$ cat config.mk
export PLATFORM = sky130hd
export DESIGN_NAME = multicycle_ctrl
export DESIGN_NICKNAME = d
export VERILOG_FILES = /design/src/rtl/mc_ctrl_pkg.sv /design/src/rtl/mc_ctrl_outdec.sv /design/src/rtl/multicycle_ctrl.sv
export SDC_FILE = /design/constraint.sdc
export NUM_CORES = 1
export LEC_CHECK = 0
export ABC_AREA = 1
export BUFFER_PORTS_ARGS = -buffer_cell sky130_fd_sc_hd__buf_2
export CORE_MARGIN = 2
export CORE_UTILIZATION = 35
export DETAILED_ROUTE_END_ITERATION = 12
export SYNTH_ARGS = -nofsm -noshare
export SYNTH_HDL_FRONTEND = slang
export SYNTH_HIERARCHICAL = 1
export SYNTH_SLANG_ARGS = --single-unit
$ cat constraint.sdc
create_clock -name clk_i -period 1.4 [get_ports clk_i]
set_input_delay 0.07 -clock clk_i [delete_from_list [all_inputs] [get_ports clk_i]]
set_output_delay 0.07 -clock clk_i [all_outputs]
set_load 0.02 [all_outputs]
$ cat src/rtl/mc_ctrl_pkg.sv
// Shared definitions for the multi-cycle MIPS control unit: opcodes, FSM states,
// datapath mux encodings and the control word driven by mc_ctrl_outdec.
package mc_ctrl_pkg;

    localparam logic [5:0] OP_RTYPE = 6'd0;
    localparam logic [5:0] OP_J     = 6'd2;
    localparam logic [5:0] OP_JAL   = 6'd3;
    localparam logic [5:0] OP_BEQ   = 6'd4;
    localparam logic [5:0] OP_ADDI  = 6'd8;
    localparam logic [5:0] OP_SLTI  = 6'd10;
    localparam logic [5:0] OP_LW    = 6'd35;
    localparam logic [5:0] OP_SW    = 6'd43;

    typedef enum logic [3:0] {
        ST_FETCH  = 4'd0,
        ST_DECODE = 4'd1,
        ST_MEMADR = 4'd2,
        ST_MEMRD  = 4'd3,
        ST_MEMWB  = 4'd4,
        ST_MEMWR  = 4'd5,
        ST_EXEC   = 4'd6,
        ST_RWB    = 4'd7,
        ST_BRANCH = 4'd8,
        ST_IEXEC  = 4'd9,
        ST_IWB    = 4'd10,
        ST_JUMP   = 4'd11,
        ST_JAL    = 4'd12
    } state_e;

    typedef enum logic [3:0] {
        OPC_R,
        OPC_J,
        OPC_JAL,
        OPC_BEQ,
        OPC_ADDI,
        OPC_SLTI,
        OPC_LW,
        OPC_SW,
        OPC_ILLEGAL
    } opclass_e;

    typedef enum logic [2:0] {
        ALU_FUNCT = 3'b000,
        ALU_ADD   = 3'b010,
        ALU_SUB   = 3'b110,
        ALU_SLT   = 3'b111
    } alu_op_e;

    typedef enum logic [1:0] {
        PCSRC_ALU    = 2'b00,
        PCSRC_ALUOUT = 2'b01,
        PCSRC_JUMP   = 2'b10
    } pc_src_e;

    typedef enum logic [1:0] {
        REGDST_RT = 2'b00,
        REGDST_RD = 2'b01,
        REGDST_RA = 2'b10
    } reg_dst_e;

    typedef enum logic [1:0] {
        M2R_ALUOUT = 2'b00,
        M2R_MDR    = 2'b01,
        M2R_PC     = 2'b10
    } mem_to_reg_e;

    typedef enum logic [1:0] {
        SRCB_REG     = 2'b00,
        SRCB_FOUR    = 2'b01,
        SRCB_IMM     = 2'b10,
        SRCB_IMM_SH2 = 2'b11
    } alu_src_b_e;

    typedef struct packed {
        logic        pc_write;
        logic        pc_write_cond;
        pc_src_e     pc_src;
        logic        i_or_d;
        logic        mem_read;
        logic        mem_write;
        logic        ir_write;
        reg_dst_e    reg_dst;
        mem_to_reg_e mem_to_reg;
        logic        reg_write;
        logic        alu_src_a;
        alu_src_b_e  alu_src_b;
        alu_op_e     alu_op;
        logic        illegal;
    } ctrl_t;

endpackage

$ cat src/rtl/mc_ctrl_outdec.sv
// Combinational output decoder: current state plus opcode to control word,
// and opcode classification shared with the next-state logic.
module mc_ctrl_outdec
    import mc_ctrl_pkg::*;
#(
    parameter int OP_W = 6
) (
    input  state_e          i_state,
    input  logic [OP_W-1:0] i_op,
    output ctrl_t           o_ctl,
    output opclass_e        o_opc
);

    opclass_e w_opc;
    ctrl_t    w_ctl;

    always_comb begin
        w_opc = OPC_ILLEGAL;
        case (i_op)
            OP_W'(OP_RTYPE): w_opc = OPC_R;
            OP_W'(OP_J):     w_opc = OPC_J;
            OP_W'(OP_JAL):   w_opc = OPC_JAL;
            OP_W'(OP_BEQ):   w_opc = OPC_BEQ;
            OP_W'(OP_ADDI):  w_opc = OPC_ADDI;
            OP_W'(OP_SLTI):  w_opc = OPC_SLTI;
            OP_W'(OP_LW):    w_opc = OPC_LW;
            OP_W'(OP_SW):    w_opc = OPC_SW;
            default:         w_opc = OPC_ILLEGAL;
        endcase
    end

    always_comb begin
        w_ctl = '0;
        case (i_state)
            ST_FETCH: begin
                w_ctl.mem_read  = 1'b1;
                w_ctl.ir_write  = 1'b1;
                w_ctl.pc_write  = 1'b1;
                w_ctl.alu_src_b = SRCB_FOUR;
                w_ctl.alu_op    = ALU_ADD;
            end
            // ALU idle otherwise, so it precomputes the branch target here
            ST_DECODE: begin
                w_ctl.alu_src_b = SRCB_IMM_SH2;
                w_ctl.alu_op    = ALU_ADD;
                w_ctl.illegal   = (w_opc == OPC_ILLEGAL);
            end
            ST_MEMADR: begin
                w_ctl.alu_src_a = 1'b1;
                w_ctl.alu_src_b = SRCB_IMM;
                w_ctl.alu_op    = ALU_ADD;
            end
            ST_MEMRD: begin
                w_ctl.mem_read = 1'b1;
                w_ctl.i_or_d   = 1'b1;
            end
            ST_MEMWB: begin
                w_ctl.reg_write  = 1'b1;
                w_ctl.reg_dst    = REGDST_RT;
                w_ctl.mem_to_reg = M2R_MDR;
            end
            ST_MEMWR: begin
                w_ctl.mem_write = 1'b1;
                w_ctl.i_or_d    = 1'b1;
            end
            ST_EXEC: begin
                w_ctl.alu_src_a = 1'b1;
                w_ctl.alu_src_b = SRCB_REG;
                w_ctl.alu_op    = ALU_FUNCT;
            end
            ST_RWB: begin
                w_ctl.reg_write  = 1'b1;
                w_ctl.reg_dst    = REGDST_RD;
                w_ctl.mem_to_reg = M2R_ALUOUT;
            end
            ST_BRANCH: begin
                w_ctl.alu_src_a     = 1'b1;
                w_ctl.alu_src_b     = SRCB_REG;
                w_ctl.alu_op        = ALU_SUB;
                w_ctl.pc_write_cond = 1'b1;
                w_ctl.pc_src        = PCSRC_ALUOUT;
            end
            ST_IEXEC: begin
                w_ctl.alu_src_a = 1'b1;
                w_ctl.alu_src_b = SRCB_IMM;
                w_ctl.alu_op    = (w_opc == OPC_SLTI) ? ALU_SLT : ALU_ADD;
            end
            ST_IWB: begin
                w_ctl.reg_write  = 1'b1;
                w_ctl.reg_dst    = REGDST_RT;
                w_ctl.mem_to_reg = M2R_ALUOUT;
            end
            ST_JUMP: begin
                w_ctl.pc_write = 1'b1;
                w_ctl.pc_src   = PCSRC_JUMP;
            end
            // PC already holds PC+4 from FETCH, which is the link value
            ST_JAL: begin
                w_ctl.pc_write   = 1'b1;
                w_ctl.pc_src     = PCSRC_JUMP;
                w_ctl.reg_write  = 1'b1;
                w_ctl.reg_dst    = REGDST_RA;
                w_ctl.mem_to_reg = M2R_PC;
            end
            default: w_ctl = '0;
        endcase
    end

    assign o_ctl = w_ctl;
    assign o_opc = w_opc;

endmodule

$ cat src/rtl/multicycle_ctrl.sv
// Multi-cycle MIPS control FSM: state register, next-state logic, memory wait gating.
// Define MCTRL_MEM_WAIT_EN to stall FETCH/MEMRD/MEMWR until mem_ready_i is high.
module multicycle_ctrl
    import mc_ctrl_pkg::*;
#(
    parameter int OP_W    = 6,
    parameter int ALUOP_W = 3
) (
    input  logic               clk_i,
    input  logic               rst_n,
    input  logic [OP_W-1:0]    instr_op_i,
    input  logic               mem_ready_i,
    output logic               pc_write_o,
    output logic               pc_write_cond_o,
    output logic [1:0]         pc_src_o,
    output logic               i_or_d_o,
    output logic               mem_read_o,
    output logic               mem_write_o,
    output logic               ir_write_o,
    output logic [1:0]         reg_dst_o,
    output logic [1:0]         mem_to_reg_o,
    output logic               reg_write_o,
    output logic               alu_src_a_o,
    output logic [1:0]         alu_src_b_o,
    output logic [ALUOP_W-1:0] alu_op_o,
    output logic               illegal_o,
    output logic [3:0]         state_o
);

    state_e   r_state;
    state_e   w_next;
    ctrl_t    w_dec;
    ctrl_t    w_ctl;
    opclass_e w_opc;
    logic     w_mem_done;

`ifdef MCTRL_MEM_WAIT_EN
    assign w_mem_done = mem_ready_i;
`else
    logic w_unused_ready;
    assign w_unused_ready = mem_ready_i;
    assign w_mem_done     = 1'b1;
`endif

    mc_ctrl_outdec #(
        .OP_W(OP_W)
    ) u_outdec (
        .i_state(r_state),
        .i_op   (instr_op_i),
        .o_ctl  (w_dec),
        .o_opc  (w_opc)
    );

    always_ff @(posedge clk_i) begin
        if (!rst_n) begin
            r_state <= ST_FETCH;
        end else begin
            r_state <= w_next;
        end
    end

    always_comb begin
        w_next = r_state;
        case (r_state)
            ST_FETCH:  w_next = w_mem_done ? ST_DECODE : ST_FETCH;
            ST_DECODE: begin
                case (w_opc)
                    OPC_LW, OPC_SW:     w_next = ST_MEMADR;
                    OPC_R:              w_next = ST_EXEC;
                    OPC_BEQ:            w_next = ST_BRANCH;
                    OPC_ADDI, OPC_SLTI: w_next = ST_IEXEC;
                    OPC_J:              w_next = ST_JUMP;
                    OPC_JAL:            w_next = ST_JAL;
                    default:            w_next = ST_FETCH;
                endcase
            end
            ST_MEMADR: begin
                case (w_opc)
                    OPC_LW:  w_next = ST_MEMRD;
                    OPC_SW:  w_next = ST_MEMWR;
                    default: w_next = ST_FETCH;
                endcase
            end
            ST_MEMRD:  w_next = w_mem_done ? ST_MEMWB : ST_MEMRD;
            ST_MEMWR:  w_next = w_mem_done ? ST_FETCH : ST_MEMWR;
            ST_EXEC:   w_next = ST_RWB;
            ST_IEXEC: begin
                case (w_opc)
                    OPC_ADDI, OPC_SLTI: w_next = ST_IWB;
                    default:            w_next = ST_FETCH;
                endcase
            end
            default:   w_next = ST_FETCH;
        endcase
    end

    // Outputs are masked combinationally by rst_n so no strobe leaks while in reset
    always_comb begin
        w_ctl = w_dec;
`ifdef MCTRL_MEM_WAIT_EN
        if ((r_state == ST_FETCH) && !mem_ready_i) begin
            w_ctl.ir_write = 1'b0;
            w_ctl.pc_write = 1'b0;
        end
`endif
        if (!rst_n) begin
            w_ctl = '0;
        end
    end

    assign pc_write_o      = w_ctl.pc_write;
    assign pc_write_cond_o = w_ctl.pc_write_cond;
    assign pc_src_o        = w_ctl.pc_src;
    assign i_or_d_o        = w_ctl.i_or_d;
    assign mem_read_o      = w_ctl.mem_read;
    assign mem_write_o     = w_ctl.mem_write;
    assign ir_write_o      = w_ctl.ir_write;
    assign reg_dst_o       = w_ctl.reg_dst;
    assign mem_to_reg_o    = w_ctl.mem_to_reg;
    assign reg_write_o     = w_ctl.reg_write;
    assign alu_src_a_o     = w_ctl.alu_src_a;
    assign alu_src_b_o     = w_ctl.alu_src_b;
    assign alu_op_o        = ALUOP_W'(w_ctl.alu_op);
    assign illegal_o       = w_ctl.illegal;
    assign state_o         = rst_n ? r_state : 4'd0;

endmodule

# Word-level counts from Yosys, hierarchy flattened
# Memories as Yosys holds them, arrays and structs flattened.
# Index checks and enable logic that the tools add are counted.
word_totals:
  reg_bits: 4
  mem_bits_ro: 32
  inputBits: 9
  output_inout_bits: 24
  n_memories: 1
memory_table:
  columns: ["name", "words", "word_bits", "rd", "rd_clocked_by_memory_dff", "wr", "line_no", "text"]
  rows:
  - ["(no name shown)", 8, 4, 1, 0, 0, "multicycle_ctrl.sv:67", "case (w_opc)"]
classes:
  n_eq_ne: 24
  n_mux: 19
  n_reduce_logical: 8
op_table:
  columns: ["operator", "count"]
  rows:
  - ["4-bit by 3-bit == test with 1-bit output, second input constant", 8]
  - ["4-bit one-hot mux with 8 select lines", 1]
  - ["5-bit one-hot mux with 5 select lines", 1]
  - ["4-bit == test, second input constant", 6]
  - ["4-bit one-hot mux with 6 select lines", 1]
  - ["20-bit two-way mux", 1]
  - ["5-bit one-hot mux with 4 select lines", 1]
  - ["6-bit by 2-bit == test with 1-bit output, second input constant", 2]
  - ["6-bit by 4-bit == test with 1-bit output, second input constant", 2]
  - ["6-bit == test, second input constant", 2]
  - ["4-bit two-way mux", 3]
  - ["4-bit by 2-bit == test with 1-bit output, second input constant", 2]
  - ["1-bit two-way mux", 8]
  - ["2-bit OR reduction", 4]
  - ["6-bit by 3-bit == test with 1-bit output, second input constant", 1]
  - ["6-bit logical NOT", 1]
  - ["3-bit one-hot mux with 2 select lines", 1]
  - ["4-bit by 1-bit == test with 1-bit output, second input constant", 1]
  - ["4-bit logical NOT", 1]
  - ["2-bit one-hot mux with 2 select lines", 1]
  - ["4-bit OR reduction", 1]
  - ["3-bit two-way mux", 1]
  - ["3-bit OR reduction", 1]

# Longest topological paths before layout
# Gate-level depths: netlist of the first run.
depth:
  word_depth: 6
  depth_mapped: 13
  depth_no_buf: 13

# Cells and area by module
# The synthesis of the first run kept the hierarchy.
modules_own_cells:
  columns: ["mod", "instances", "cells_each", "area_per_inst_um2", "seq_area_each_um2"]
  rows:
  - ["multicycle_ctrl", 1, 107, 508.0, 80.1]
  - ["mc_ctrl_outdec", 1, 76, 376.6, 0.0]

# Least setup slack after synthesis of the first run
# OpenSTA, ideal clock, no wires.
synth_path:
  path_kind: "input port to flip-flop"
  from: "input instr_op_i[0]"
  to: "register r_state[1]"
  setup_ps: 114
  t_arrival_ps: 1123
  setup_slack_ps: 163
  path_stages: 12
  path_buffers: 0
  path_cell_list: "nand2_1 inv_2 nand3_1 nand3_1 nor2_1 inv_2 nand2_1 nor2_1 nand2_1 nand3_2 nor2_2 nor2_2"
synth_via:
  elab_chain_len: 6
  word_cells_on_any_way: 19
  cone_classes: "11 x eq/ne; 5 x mux; 2 x reduce/logical; 1 x memory"
synth_rtl:
  columns: ["item", "line_no", "text"]
  rows:
  - ["start, declared", "multicycle_ctrl.sv:11", "input logic [OP_W-1:0] instr_op_i,"]
  - ["6-bit == test, or another cell as far along", "mc_ctrl_outdec.sv:19", "case (i_op)"]
  - ["4-bit one-hot mux with 8 select lines *", "mc_ctrl_outdec.sv:19", null]
  - ["via w_opc[1]", "multicycle_ctrl.sv:34", "opclass_e w_opc;"]
  - ["branches (longest 3 deep; another with memory 8 x 4 bit)", null, null]
  - ["4-bit one-hot mux with 6 select lines *", "multicycle_ctrl.sv:64", "case (r_state)"]
  - ["end signal, assigned", "multicycle_ctrl.sv:58", "r_state <= w_next;"]
  - ["end, declared", "multicycle_ctrl.sv:30", "state_e r_state;"]
# Mark *: on every way through the listed nets, which the timed path passes.
# A chain may end at the register's enable or synchronous reset.

==> summary.txt, run 1 <==
Status
  – Status: completed

Route
  – WL final: 2040 microns
  – Antenna-violating nets left: 0
  – Drt first pass iters: 4
  – Vias post-DR: 1080
  – Initial drt markers: 12
  – Vias per inst: 4.29
  – Drc violations: 0
  – WL/cell: 8.10 microns

CTS
  – CTS root buf: clkbuf_4
  – # hold bufs at CTS: 0
  – Clock sink count: 4
  – CTS clk-pin slew, worst paths: 0.04 ns
  – TritonCTS buffer count: 3
  – CTS tree: yes
  – Clock latency on the worst-skew pair: approximately 0.23 ns
  – H-tree levels: 1
  – Clock Tree Buf Depth: 2

Power and ir drop
  – Leak pwr: about 0.81 nW
  – Comb pwr share: 45.8%
  – Pwr/cell area: roughly 390 nW/um^2
  – Sequential power share: about 26%
  – Switching Share: 39.3%
  – Psw: 0.192 mW
  – Overall Power: 0.490 mW
  – Clk pwr share: approximately 29%
  – Internal power: 0.298 mW
  – Peak VDD IR: 0.517 mV

Layout
  – Largest regs: r_state: 4 flops
  – Area of the multi-input gates: ~640 sq um
  – Max reg flops: 4
  – NumNets Final: 233
  – FF/Latch Area: 95.1 sq um
  – Largest Register: r_state
  – # diodes: 0
  – Filler cell count: 282
  – Layout cell share with drive strength beyond 1: 40.5%
  – Finished Cell Area: 1250 sq um
  – Synthesis-to-finish area growth: 41.7%

STA
  – Setup slack after layout: 0.0430 ns
  – Max_slew headroom: between 70 and 80%
  – Achievable Freq: between 700 and 800 MHz
  – Fin crit share: 96.9%
  – Slew Viols, Final: 0
  – Final Setup Violations: 0
  – Min Tclk post-route: 1.36 ns
  – Hold Fails Final Rpt: 0
  – RSZ-0062 raised after global routing: true
  – Worst-margin pin slew: 0.376 ns
  – Clock skew: 0.00106 ns

Synthesis
  – Leading area contributor after synthesis: nand2_1
  – Yosys cell types: 20
  – Yosys warns: 6
  – Seq cells post-synth: 4
  – Main area contributors after synthesis: nand2_1 22%, inv_1 18%, nor2_1 11%
  – Syn Nets: 192
  – Mapped Cells: 183
  – Post-synthesis sequential area ratio: 9.05%
  – Synth top area share: 22.5%
  – Syn avg cell area: 4.83 sq um
  – Mapped cell area: 885 sq um

GRT
  – Gr usage total: 14.2%
  – First-pass GRT wire length: ~3300 microns
  – Number of global-route vias before repair: 849
  – Gr ovfl total: 0
  – Initial antenna violation count: 0
  – Largest net degree at the start of global routing: 26

Floorplanning
  – Die area: a little under 3000 sq um
  – # rows: 18
  – Initial core utilization: 36.4%
  – CORE AREA: roughly 2400 sq um
  – Width of the die: 54.3 microns
  – IO Count: 33
  – Die Y: 54.3 microns

Critical path
  – Reg2Reg Depth: 9
  – Critical path class: reg -> out
  – CP max FO: 5
  – Critical path arrival: 1.29 ns
  – Crit path capture type: primary output
  – FF-to-FF setup slack: around 0.24 ns
  – Critical path startpoint: r_state[1]
  – Crit start category: register
  – R2R Path Start: r_state[0]
  – Worst path required time: 1.33 ns
  – Critical R2R Capture: r_state[1]
  – Worst Setup EP: alu_op_o[0]

Placement
  – DP Wirelength: 1620 microns
  – Port Buf Inserts: 31
  – GPL Wtd Cong: 0.853
  – Setup WS pre-CTS: between 0.06 and 0.07 ns
  – Placement Cell Area: 1090 sq um

Worst hold path
  – Tightest Hold Check Type: in -> reg

Run
  – Max-cap violations: 0
## cells by family (layout without fill, tap and decap cells)
logic type      Yosys count  after routing  synth area share (%)
flops                     4              4                  9.05
simple gates            111            111                  58.4
buf+inv                  54             93                  24.2
compound gates           14             14                  8.35
## critical path, cell delays in order, from the launching register on
cell,delay [ns]
dfxtp_4,0.37
inv_4,0.08
nand2_2,0.07
nor2_2,0.12
nand3_1,0.09
nor2_2,0.08
nand2_1,0.05
inv_1,0.08
buf_6,0.11
## placed cells by master, fill, tap and decap left out, types with 3 or more instances in the layout
| master | count |
|---|---|
| nor2_4 | 6 |
| dfxtp_4 | 4 |
| nand2_1 | 50 |
| inv_2 | 10 |
| o21ai_1 | 3 |
| o21ai_0 | 4 |
| nor2_1 | 21 |
| buf_4 | 15 |
| a21oi_1 | 5 |
| nand2_2 | 5 |
| buf_2 | 22 |
| nor2_2 | 10 |
| clkbuf_4 | 3 |
| inv_1 | 37 |
| buf_6 | 4 |
| nand3_2 | 3 |
| nand3_1 | 8 |
## power groups by stage
stage                     combinational, mW  clock, mW  sequential, mW
final                                 0.225      0.140           0.125
after detailed placement              0.194          0           0.126
after CTS                             0.198      0.147           0.124
after global placement                0.194          0           0.127
after global routing                  0.253      0.155           0.126
after floorplan                       0.134          0           0.128
## cells in the mapped netlist, drive strengths merged
| cell type | n |
|---|---|
| nand2 | 56 |
| inv | 49 |
| nor2 | 37 |
| nand3 | 11 |
| o21ai | 8 |
| a21oi | 6 |
| buf | 5 |
| dfxtp | 4 |
| nor3 | 4 |
| nand4 | 3 |
## how the worst min path moves through the flow
stage / startpoint / end / slack, ns / cells after the start
floorplan: rst_n / r_state[1] / 0.40 / 3
global placement: rst_n / r_state[1] / 0.58 / 3
detailed placement: rst_n / r_state[1] / 0.58 / 3
CTS: rst_n / r_state[1] / 0.33 / 3
global route: rst_n / r_state[1] / 0.36 / 3
finish: rst_n / r_state[1] / 0.33 / 3
## routing by layer
metal	routed length, microns	GRT usage, %
met1	986	18.5
met2	984	25.9
met3	70	1.64
met4	0	1.25
met5	0	0
## stage by stage
step | hold WS, ns | cells | utilization [%] | TNS, ns
floorplan | 0.395 | 183 | - | 0
global placement | 0.580 | 245 | 44.9 | 0
detailed placement | 0.581 | 245 | 44.9 | 0
CTS | 0.326 | 249 | 47.6 | 0
global route | 0.356 | 252 | 51.5 | -0.431
finish | 0.333 | 252 | 51.5 | 0
## layout make-up
| class | count | area share [%] |
|---|---|---|
| sequential | 4 | 7.58 |
| multi-input combinational | 125 | 51.2 |
| clock buffer | 3 | 1.80 |
| inverter | 49 | 15.1 |
| timing repair buffer | 41 | 21.4 |
| tap | 30 | 2.99 |
## timing repair
action / CTS / global route
resized for setup: 19 / 25
buffers inserted: 1 / 3
endpoints found under the setup margin: 9 / 16
pin swaps: 2 / 6
Power figures use the tool's default switching activity.
==> run 2, diff against run 1 <==
--- a/config.mk
+++ b/config.mk
@@ -8,9 +8,8 @@
 export ABC_AREA = 1
 export BUFFER_PORTS_ARGS = -buffer_cell sky130_fd_sc_hd__buf_2
 export CORE_MARGIN = 2
-export CORE_UTILIZATION = 35
+export CORE_UTILIZATION = 27
 export DETAILED_ROUTE_END_ITERATION = 12
 export SYNTH_ARGS = -nofsm -noshare
 export SYNTH_HDL_FRONTEND = slang
-export SYNTH_HIERARCHICAL = 1
 export SYNTH_SLANG_ARGS = --single-unit
==> run 2 against run 1 <==
Critical path depth stayed put. Clock skew is 0.00052 ns higher. Critical endpoint is now alu_op_o[2]. The flow now finishes with violations (setup timing). Largest power group unchanged. Critical path type unchanged. Die area is 0.26% higher. Synthesized cell count is 34% lower. Design area is 13% lower.
==> summary.txt, run 2 <==
Layout
  – Finished Layout Cells: 194 (-23%)
  – Final core occ: 45.1% (-6.5 points)
  – Largest regs: r_state: 4 flops
  – Finished Cell Area: 1100 sq um (-13%)
  – Filler cell count: 261 (-7.4%)
  – Max reg flops: 4 (unchanged)
  – FF/Latch Area: 92.6 sq um (-2.6%)
  – # diodes: 0 (unchanged)
  – Most common cell after layout, fill and taps aside: buf_4
  – Largest Register: r_state
  – NumNets Final: 175 (-25%)
  – Synthesis-to-finish area growth: 60.1%
  – Layout cell share with drive strength beyond 1: 56.1% (+16 points)
  – Area of the multi-input gates: 543 sq um (-15%)
  – Most frequent cells in the layout: 21 x buf_4, 19 x nand2_1, 18 x buf_2, 14 x nor2_1, 11 x inv_2

Synthesis
  – Yosys cell types: 26 (+30%)
  – Async S/R FF share, synth: 0% (unchanged)
  – Commonest cells post-synth: 22 x nand2_1, 18 x nor2_1, 14 x inv_1
  – Syn avg cell area: 5.66 sq um (+17%)
  – Most frequent cell after synthesis: nand2_1
  – Post-synthesis sequential area ratio: 11.7% (+2.6 points)
  – Syn Nets: 130 (-32%)
  – Main area contributors after synthesis: nand2_1 12%, dfxtp_1 12%, nor2_1 9.9%
  – Mapped cell area: 684 sq um (-23%)
  – Mapped Cells: 121 (-34%)
  – Seq cells post-synth: 4 (unchanged)
  – Synth Flop Type: dfxtp_1
  – Yosys warns: 0 (-6)
  – Synth top area share: 12.1% (-10 points)
  – Number of synthesized flops with an enable pin: 0 (unchanged)
  – Leading area contributor after synthesis: nand2_1

Route
  – Vias per inst: 4.77 (+11%)
  – Antenna-violating nets left: 0 (unchanged)
  – Drc violations: 0 (unchanged)
  – Drt first pass iters: 4 (unchanged)
  – WL final: 2160 microns (+5.6%)
  – Vias post-DR: 925 (-14%)
  – WL/cell: 11.1 microns (+37%)
  – Initial drt markers: 17 (+5)

STA
  – Setup slack after layout: -0.0740 ns (-0.117 ns)
  – Min Tclk post-route: 1.47 ns (+0.117 ns)
  – Fin crit share: 105% (+8.4 points)
  – Clock skew: 0.00158 ns (+0.000517 ns)
  – Max_slew headroom: 80.4% (+5.5 points)
  – Hold Fails Final Rpt: 0 (unchanged)
  – Achievable Freq: 678 MHz (-7.9%)
  – Total negative slack: -0.257 ns (-0.257 ns)
  – RSZ-0062 raised after global routing: true
  – Worst-margin pin slew: 0.294 ns (-0.0824 ns)
  – Slew Viols, Final: 0 (unchanged)
  – Final Setup Violations: 7 (+7)

Critical path
  – CP max FO: 5 (unchanged)
  – Crit start category: register
  – FF-to-FF setup slack: 0.24 ns (about the same)
  – Worst path required time: 1.33 ns (about the same)
  – Crit path capture type: primary output
  – Critical path class: reg -> out
  – Critical path arrival: 1.40 ns (+0.11 ns)

GRT
  – Number of global-route vias before repair: 843 (-0.71%)
  – Initial antenna violation count: 0 (unchanged)
  – First-pass GRT wire length: 3240 microns (-0.61%)
  – Gr ovfl total: 0 (unchanged)
  – Largest net degree at the start of global routing: 15 (-42%)
  – Gr usage total: 14.2% (+0.016 points)

CTS
  – CTS root buf: clkbuf_4
  – CTS tree: yes
  – Clock latency on the worst-skew pair: 0.23 ns (about the same)
  – H-tree levels: 1 (unchanged)
  – TritonCTS buffer count: 3 (unchanged)
  – Clock Tree Buf Depth: 2 (unchanged)
  – Clock sink count: 4 (unchanged)
  – CTS clk-pin slew, worst paths: 0.04 ns (about the same)
  – # hold bufs at CTS: 0 (unchanged)

Floorplanning
  – IO Count: 33 (unchanged)
  – Die Y: 54.3 microns (+0.13%)
  – Die area: 2950 sq um (+0.26%)
  – # rows: 18 (unchanged)
  – CORE AREA: 2430 sq um (unchanged)
  – Width of the die: 54.3 microns (+0.13%)
  – Initial core utilization: 28.1% (-8.2 points)

Power and ir drop
  – Overall Power: 0.471 mW (-3.9%)
  – Peak VDD IR: 0.235 mV (-55%)
  – Leak pwr: 0.584 nW (-28%)
  – Pwr/cell area: 430 nW/um^2 (+10%)

Placement
  – Placement Cell Area: 877 sq um (-20%)
  – DP Wirelength: 1540 microns (-5.1%)
  – Placed cells: 180 (-27%)
  – GPL Wtd Cong: 0.803 (-5.9%)
  – Port Buf Inserts: 31 (unchanged)

Status
  – Failing checks: setup timing
  – Status: complete, but fails checks

Run
  – Max-cap violations: 0 (unchanged)

Worst hold path
  – Tightest Hold Check Type: in -> reg
==> run 2: cells by family (layout without fill, tap and decap cells) <==
family,Yosys count,in the layout,synth area share [%]
AND/OR/NAND/NOR,71,71,56.3
flip-flops,4,4,11.7
buffers and inverters,29,72,17.4
AO/OA/AOI/OAI,17,17,14.6
==> run 2: through the flow <==
stage	setup slack, ns	hold slack, ns
after floorplan	-0.0245	0.208
final	-0.0740	0.177
after global placement	0.0763	0.440
after detailed placement	0.0585	0.424
after CTS	-0.126	0.173
after global routing	-0.152	0.183
==> run 2: power breakdown <==
group / switching, mW / internal [mW] / leakage [nW]
sequential: 0.00922 / 0.116 / 0.0352
combinational: 0.131 / 0.0760 / 0.535
clock: 0.0428 / 0.0956 / 0.0138
total: 0.184 / 0.287 / 0.584
==> run 2: layout make-up <==
class / instances / share of cell area (%)
tap: 30 / 3.42
clock buffer: 3 / 2.05
inverter: 26 / 9.82
sequential: 4 / 8.45
timing repair buffer: 43 / 26.7
multi-input combinational: 88 / 49.5
==> run 2: worst paths after layout <==
kind	startpoint	to	cells after the start
max	r_state[3]	alu_op_o[2]	8
min	rst_n	r_state[3]	3
max reg2reg	r_state[1]	r_state[1]	7
min reg2reg	r_state[0]	r_state[3]	4
==> run 2: metal layers <==
layer / routed length, microns / global-route usage, % / share of wire [%] / vias up
li1: - / - / - / 472
met1: 862 / 16.5 / 40 / 423
met2: 1190 / 27.3 / 55 / 28
met3: 96 / 0.546 / 4.5 / 2
met4: 7 / 5.00 / 0.32 / 0
met5: 0 / 0 / 0 / -
==> run 2: repair_timing <==
item	4_1_cts	5_1_grt
pin swaps	7	5
endpoints found under the setup margin	13	17
setup buffers	10	1
gates resized for setup	20	23
==> run 2: worst max-delay path, stage by stage, from the launching register on <==
cell     delay [ns]
dfxtp_2        0.34
inv_4          0.06
nor2_4         0.13
nand2_2        0.08
o21ai_2        0.07
nand2_2        0.09
nor3_4         0.16
or2_1          0.13
buf_6          0.11
